[config.mk]
export PLATFORM = sky130hd
export DESIGN_NAME = systolic_skew_feeder
export DESIGN_NICKNAME = d
export VERILOG_FILES = /design/src/rtl/systolic_skew_feeder.sv
export SDC_FILE = /design/constraint.sdc
export NUM_CORES = 1
export LEC_CHECK = 0
export CORE_ASPECT_RATIO = 2
export CORE_MARGIN = 2
export CORE_UTILIZATION = 30
export DETAILED_ROUTE_END_ITERATION = 8
export PLACE_DENSITY = 0.59
export SLEW_MARGIN = 10
export SYNTH_ARGS = -nofsm -noshare
export SYNTH_HDL_FRONTEND = slang
export SYNTH_SLANG_ARGS = --single-unit
[constraint.sdc]
create_clock -name i_clk -period 1.25 [get_ports i_clk]
set_input_delay 0.125 -clock i_clk [delete_from_list [all_inputs] [get_ports i_clk]]
set_output_delay 0.125 -clock i_clk [all_outputs]
set_load 0.02 [all_outputs]
[src/rtl/systolic_skew_feeder.sv]
// Drains one tile from the input buffer and feeds the array edge.
// Lane k is delayed k cycles behind lane 0 to form the diagonal wavefront.
module systolic_skew_feeder #(
  parameter int LANES = 3,
  parameter int ELEM_WIDTH = 8,
  parameter int DEPTH = 4,
  localparam int DATA_WIDTH = LANES * ELEM_WIDTH
) (
  input  logic                  i_clk,
  input  logic                  i_rst_n,
  input  logic                  i_start,
  input  logic [DATA_WIDTH-1:0] i_buf_data,
  output logic                  o_buf_rd,
  output logic [DATA_WIDTH-1:0] o_lane_data,
  output logic [LANES-1:0]      o_lane_valid,
  output logic                  o_busy,
  output logic                  o_done
);

  localparam int RW = $clog2(DEPTH + 1);
  localparam int DW = $clog2(LANES + 1);

  typedef enum logic [1:0] {
    IDLE,
    READ,
    DRAIN
  } state_t;

  state_t state;
  state_t state_n;

  logic [RW-1:0] rd_cnt;
  logic [RW-1:0] rd_cnt_n;
  logic [DW-1:0] dr_cnt;
  logic [DW-1:0] dr_cnt_n;
  logic          cap_vld;

  always_comb begin
    state_n  = state;
    rd_cnt_n = rd_cnt;
    dr_cnt_n = dr_cnt;
    unique case (state)
      IDLE: begin
        if (i_start) begin
          state_n  = READ;
          rd_cnt_n = RW'(DEPTH);
        end
      end
      READ: begin
        rd_cnt_n = rd_cnt - RW'(1);
        if (rd_cnt == RW'(1)) begin
          state_n  = DRAIN;
          dr_cnt_n = DW'(LANES);
        end
      end
      DRAIN: begin
        // LANES+1 drain cycles flush the deepest skew lane
        if (dr_cnt == '0) begin
          state_n = IDLE;
        end else begin
          dr_cnt_n = dr_cnt - DW'(1);
        end
      end
      default: state_n = IDLE;
    endcase
  end

  always_ff @(posedge i_clk) begin
    if (!i_rst_n) begin
      state    <= IDLE;
      rd_cnt   <= '0;
      dr_cnt   <= '0;
      o_buf_rd <= 1'b0;
      cap_vld  <= 1'b0;
      o_busy   <= 1'b0;
      o_done   <= 1'b0;
    end else begin
      state    <= state_n;
      rd_cnt   <= rd_cnt_n;
      dr_cnt   <= dr_cnt_n;
      o_buf_rd <= (state_n == READ);
      cap_vld  <= o_buf_rd;
      o_busy   <= (state_n != IDLE);
      o_done   <= (state == DRAIN) && (state_n == IDLE);
    end
  end

  for (genvar k = 0; k < LANES; k++) begin : g_lane
    logic [ELEM_WIDTH-1:0] d [k+1];
    logic [k:0]            v;

    always_ff @(posedge i_clk) begin
      if (!i_rst_n) begin
        for (int j = 0; j <= k; j++) begin
          d[j] <= '0;
        end
        v <= '0;
      end else begin
        // invalid slots carry zero so no stale element leaks out
        v[0] <= cap_vld;
        d[0] <= cap_vld ? i_buf_data[k*ELEM_WIDTH +: ELEM_WIDTH] : '0;
        for (int j = 1; j <= k; j++) begin
          d[j] <= d[j-1];
          v[j] <= v[j-1];
        end
      end
    end

    assign o_lane_data[k*ELEM_WIDTH +: ELEM_WIDTH] = d[k];
    assign o_lane_valid[k] = v[k];
  end

endmodule

### Word level (Yosys, flattened, before mapping)

Memories as Yosys holds them, arrays and structs flattened.
Cells that the tools add are included.

* bits in writable memories: 48
* output and inout bits: 30
* flip-flop bits (word level): 17
* memories: 3
* input port bits: 27
* logic and storage cells: 58

* bitwise gates (word level): 5
* reductions and logical operators: 10
* multiplexer cells: 21
* eq/ne operators: 7
* add/sub/neg operators: 2

Memory list
* g_lane[2].d: depth 3, bits a word 8, read ports 3, clocked after Yosys merged registers in 0, wr ports 3, RTL line 89 `logic [ELEM_WIDTH-1:0] d [k+1];`
* g_lane[1].d: depth 2, bits a word 8, read ports 2, clocked after Yosys merged registers in 0, wr ports 2, RTL line 89
* g_lane[0].d: depth 1, bits a word 8, read ports 1, clocked after Yosys merged registers in 0, wr ports 1, RTL line 89

Operators with widths (number)
* $mux 8: 9
* $mux 2: 5
* $reduce_or 8->1: 1
* $logic_not 2->1: 3
* $ne 2x2->1 const B: 3
* $pmux 2 s3: 1
* $pmux 3 s2: 1
* $reduce_bool 2->1: 3
* $or 1x1->1: 5
* $eq 2x1->1 const B: 2
* $pmux 2 s2: 1
* $eq 3x1->1 const B: 1
* $mux 1: 3
* $mux 3: 1
* $reduce_and 3->1: 1
* $sub 3x1->3 const B: 1
* $eq 2x2->1 const B: 1
* $reduce_and 2->1: 1
* $sub 2x1->2 const B: 1
* $logic_and 1x1->1: 1

### Depth between registers and ports, before layout

* depth in word-level cells: 5
* gate-level depth with buffers: 5
* mapped depth without buffers: 5

### Least setup slack after synthesis

No wires, ideal clock.

* path type: reg2reg
* start: register dr_cnt[0]
* end: register state[1]
* data arrival time: 1041 ps
* buffers on the path: 0
* cell stages (with the launch flop): 6
* period minus slack after synthesis: 1099 ps
* library setup time: 58 ps
* data required time: 1192 ps
* path slack: 151 ps
* cell sequence: dfxtp_1 inv_1 ha_1 nor3b_2 a31o_4 and2_2

* longest elaborated chain between the ends: 3

Ends and longest elaborated chain
* start: declaration: RTL line 34 `logic [DW-1:0] dr_cnt;`
* start signal: assignment: RTL line 80 `dr_cnt <= dr_cnt_n;`
* $logic_not 2->1: RTL line 58 `if (dr_cnt == '0) begin`
* $mux 2: RTL line 58
* $pmux 2 s3: RTL line 42 `unique case (state)`
* end signal: assignment: RTL line 78 `state <= state_n;`
* end: declaration: RTL line 29 `state_t state;`

Every way passes these cells.
A chain may end at the register's enable or synchronous reset.

### Worst setup path after layout

* start: register dr_cnt[0]
* end: register dr_cnt[1]

* longest elaborated chain between the ends: 3
* elaborated cells on any way between the ends: 6
* those cells by class: add/sub: 1; eq/ne: 1; mux: 2; reduce/logical: 2

Ends and longest elaborated chain (RTL line)
* $sub 2x1->2 or $logic_not 2->1 (tied branches): 61, 58
* $mux 2 or $ne 2x2->1 (tied branches)
* $pmux 2 s2 or $reduce_and 3->1 (tied branches)

Parallel ways exist; a longest one is shown, timed or not. The select of a mux whose other input is x is not followed.

==> summary.json <==
{
  "die": {
    "die_area_mm2": 0.00726,
    "boundaryPins": 57,
    "floorplan.initialDensity": 0.312,
    "fp.dieW_um": 61.3,
    "coreArea_mm2": 0.00631,
    "std_cell_rows": 41,
    "fp.dieH_um": 119
  },
  "routing": {
    "post_detailed_route_wirelength_per_cell_um": 11.3,
    "totalWireLength_mm": 3.46,
    "drt_iter0_markers": 45,
    "drt_pass1_iterations": 3,
    "route.detailed.drc": 0,
    "route.antenna.remaining_nets": 0,
    "route.vias.total": 1238,
    "vias_per_cell": 4.06
  },
  "setup_path": {
    "critical_path.slowest_cell": "sky130_fd_sc_hd__dfxtp_2",
    "crit_type": "flip-flop to flip-flop",
    "setup.reg_to_reg.worst_slack_ps": 80,
    "worstPathBufferInverterCount": 1,
    "cp_top_delay_family": "compound AO/OA/AOI/OAI gates",
    "endpoint_kind": "flip-flop",
    "worstPathArrival_ps": 1370,
    "critPathRequiredTime_ps": 1450,
    "max_stage_delay_ps": 320,
    "crit_path_max_fanout": 4,
    "r2r-end": "dr_cnt[1]$_SDFFE_PN0P_",
    "startpoint_type": "flip-flop",
    "path_cells": "inv_1 > ha_2 > nor3b_4 > a31o_4 > o211a_1",
    "reg2reg_depth": 5,
    "regToRegStartpoint": "dr_cnt[0]$_SDFFE_PN0P_"
  },
  "cts": {
    "cts_max_path_buffers": 2,
    "clock_tree_from_tritoncts": "built",
    "postCtsSetupRepairBufs": 0,
    "clock_tree.htree_level_count": 3,
    "cts_hold_fix_bufs": 0,
    "numCtsBuffers": 9,
    "clk_pin_slew_worst_paths_ps": 50,
    "clock_sink_count": 62,
    "worst_skew_pair.late_latency_ps": 320,
    "root_buffer": "sky130_fd_sc_hd__clkbuf_16"
  },
  "logic_synthesis": {
    "post_synth_inst_count": 170,
    "synth.distinct_cells": 21,
    "ys_warns": 0,
    "number_of_enable_type_register_cells_in_the_synthesized_netlist": 0,
    "yosysMostFrequentCell": "sky130_fd_sc_hd__dfxtp_1",
    "synthesis.area_per_instance_um2": 11.6,
    "netlist_top_cells_area": "sky130_fd_sc_hd__dfxtp_1 (63%), sky130_fd_sc_hd__and2_1 (9.2%), sky130_fd_sc_hd__and3_1 (7.9%), sky130_fd_sc_hd__buf_4 (6.5%), sky130_fd_sc_hd__ha_1 (1.9%)",
    "synth_commonest_cells": "sky130_fd_sc_hd__dfxtp_1 (62), sky130_fd_sc_hd__and2_1 (29), sky130_fd_sc_hd__and3_1 (25)",
    "yosys.area.top_type_share": 0.631,
    "synth.net_count": 200,
    "post_synth_instance_area_mm2": 0.00197,
    "yosysTopAreaCell": "sky130_fd_sc_hd__dfxtp_1",
    "ys_seq_elements": 62,
    "async_reset_ff_frac": 0,
    "synth_sequential_area_ratio": 0.631,
    "synthFlopType": "sky130_fd_sc_hd__dfxtp_1"
  },
  "sta": {
    "final_max_slew_viol_count": 0,
    "worst_slew_margin_rel": 0.557,
    "grt_setup_unrepaired": "false",
    "worst_pin_slew_ps": 664,
    "final_min_period_over_clock_period": 0.934,
    "timing_hold_violations_final": 0,
    "finalCriticalPeriod_ps": 1170,
    "setup_total_negative_slack_ps": 0,
    "max_freq_ghz": 0.857,
    "fin_skew_ps": 5.37,
    "finalSetupViolCount": 0
  },
  "grt": {
    "wire_length_of_the_first_global_routing_pass_mm": 5.69,
    "grt_antenna_before_repair": 0,
    "track_usage": 0.114,
    "via_count_of_the_first_global_routing_pass": 1201,
    "largest_net_degree_at_the_start_of_global_routing": 42,
    "gr-total-overflow": 0
  },
  "outcome": {
    "status": "finished clean"
  },
  "placement": {
    "dp_hpwl_mm": 2.36,
    "dpl-instance-area_mm2": 0.00251,
    "numPortBuffers": 56,
    "finalWeightedCongestion": 0.792
  },
  "worst_hold_path": {
    "hold_path.startpoint": "i_buf_data[0]",
    "hold_path_depth": 2,
    "min_to": "g_lane[0].d[0][0]$_SDFF_PN0_",
    "timing.hold.worst.class": "input port to flip-flop"
  },
  "finish": {
    "final_layout_fill_cell_count": 618,
    "finalInstanceArea_mm2": 0.00276,
    "num-nets-final": 245,
    "layout-area-overhead-vs-synth_pct": 40.3,
    "count_of_antenna_diodes_in_the_layout": 0,
    "drive_gt1_frac": 0.123
  },
  "pwr": {
    "power.density_cell_area_mw_per_mm2": 1650,
    "max-vdd-ir-drop_uv": 829,
    "leakage_uw": 0.00136
  },
  "job": {
    "maxCapViolations": 0
  }
}
## cells in the final DEF, fill, tap and decap left out
| cell | n |
|---|---|
| sky130_fd_sc_hd__dfxtp_1 | 61 |
| sky130_fd_sc_hd__dlygate4sd2_1 | 30 |
| sky130_fd_sc_hd__and2_1 | 29 |
| sky130_fd_sc_hd__clkdlybuf4s50_1 | 26 |
| sky130_fd_sc_hd__and3_1 | 25 |
| sky130_fd_sc_hd__clkbuf_16 | 9 |
| sky130_fd_sc_hd__inv_1 | 6 |
| sky130_fd_sc_hd__nand2_1 | 3 |
| sky130_fd_sc_hd__o211a_1 | 3 |
| sky130_fd_sc_hd__clkinv_2 | 3 |
| sky130_fd_sc_hd__nand3b_1 | 2 |
| sky130_fd_sc_hd__o21ai_0 | 2 |
| sky130_fd_sc_hd__ha_1 | 2 |
| sky130_fd_sc_hd__clkbuf_8 | 2 |
| sky130_fd_sc_hd__buf_4 | 2 |
| sky130_fd_sc_hd__nor2b_4 | 1 |
| sky130_fd_sc_hd__nor3b_4 | 1 |
| sky130_fd_sc_hd__a31o_4 | 1 |
| sky130_fd_sc_hd__o21ba_2 | 1 |
| sky130_fd_sc_hd__and3_4 | 1 |
| sky130_fd_sc_hd__a21o_1 | 1 |
| sky130_fd_sc_hd__and4b_2 | 1 |
| sky130_fd_sc_hd__and2_2 | 1 |
| sky130_fd_sc_hd__a21oi_1 | 1 |
| sky130_fd_sc_hd__o2bb2ai_1 | 1 |
| sky130_fd_sc_hd__ha_2 | 1 |
| sky130_fd_sc_hd__clkinvlp_4 | 1 |
| sky130_fd_sc_hd__dfxtp_2 | 1 |
| sky130_fd_sc_hd__buf_12 | 1 |
## cell families after synthesis
kind of cell / share of synthesized area
simple gates: 0.214
fa+ha+maj: 0.0191
compound gates: 0.0451
flops: 0.631
buf+inv: 0.0915
## power breakdown
group	leakage, µW	total, µW	internal, µW	switching [µW]
clock network	0.000137	2210	1420	788
logic	0.000722	268	159	110
registers	0.000504	2070	2040	35.8
## timing repair
action,in CTS,in global routing
pin swaps,0,1
hold endpoints to repair,0,0
gates resized for setup,30,3
endpoints found under the setup margin,30,4
## registers in the layout, summed over array words and instances, names as in the netlist
register  cells
cap_vld       1
rd_cnt        3
dr_cnt        2
state         2
g_lane.d     48
g_lane.v      3
o_busy        1
o_buf_rd      1
o_done        1
## metal layers
layer / vias up / wire [µm] / track usage
met5: - / 0 / 0
met2: 35 / 1910 / 0.182
li1: 621 / - / -
met4: 0 / 167 / 0.110
met1: 570 / 1220 / 0.106
met3: 12 / 157 / 0.0339
## how the worst max path moves through the flow
stage	startpoint	to	slack, ps	depth (start not counted)
finish	dr_cnt[0]$_SDFFE_PN0P_	dr_cnt[1]$_SDFFE_PN0P_	80	5
CTS	dr_cnt[0]$_SDFFE_PN0P_	dr_cnt[1]$_SDFFE_PN0P_	40	5
global placement	i_rst_n	o_buf_rd$_SDFF_PN0_	50	3
floorplan	dr_cnt[0]$_SDFFE_PN0P_	state[1]$_SDFF_PN0_	150	5
global route	dr_cnt[1]$_SDFFE_PN0P_	dr_cnt[1]$_SDFFE_PN0P_	10	5
detailed placement	i_start	o_busy$_SDFF_PN0_	50	4
## worst register-to-register path, stage by stage (launching register included)
cell and delay [ps]:
sky130_fd_sc_hd__dfxtp_2 320, sky130_fd_sc_hd__inv_1 50, sky130_fd_sc_hd__ha_2 200, sky130_fd_sc_hd__nor3b_4 60, sky130_fd_sc_hd__a31o_4 230, sky130_fd_sc_hd__o211a_1 210
## area by class of cell
type / instances / area (µm²) / share of cell area
flip-flops and latches: 62 / 1240 / 0.450
repair buffers: 59 / 558 / 0.202
multi-input cells: 77 / 556 / 0.201
clock buffers: 11 / 253 / 0.0915
well taps: 86 / 108 / 0.0390
clock inverters: 4 / 22.5 / 0.00816
inverters: 6 / 22.5 / 0.00816
## stage by stage
| stage | setup slack [ps] | total power [µW] | hold WS, ps | util | std cells |
|---|---|---|---|---|---|
| finish | 82.9 | 4550 | 406 | 0.438 | 305 |
| global route | 12.2 | 4750 | 406 | 0.438 | 305 |
| CTS | 38.8 | 4640 | 393 | 0.436 | 305 |
| detailed placement | 49.7 | 2400 | 418 | 0.398 | 290 |
| global placement | 53.3 | 2390 | 413 | 0.398 | 290 |
| floorplan | 151 | 2240 | 284 | - | 170 |
(Power assumes the default switching activity.)
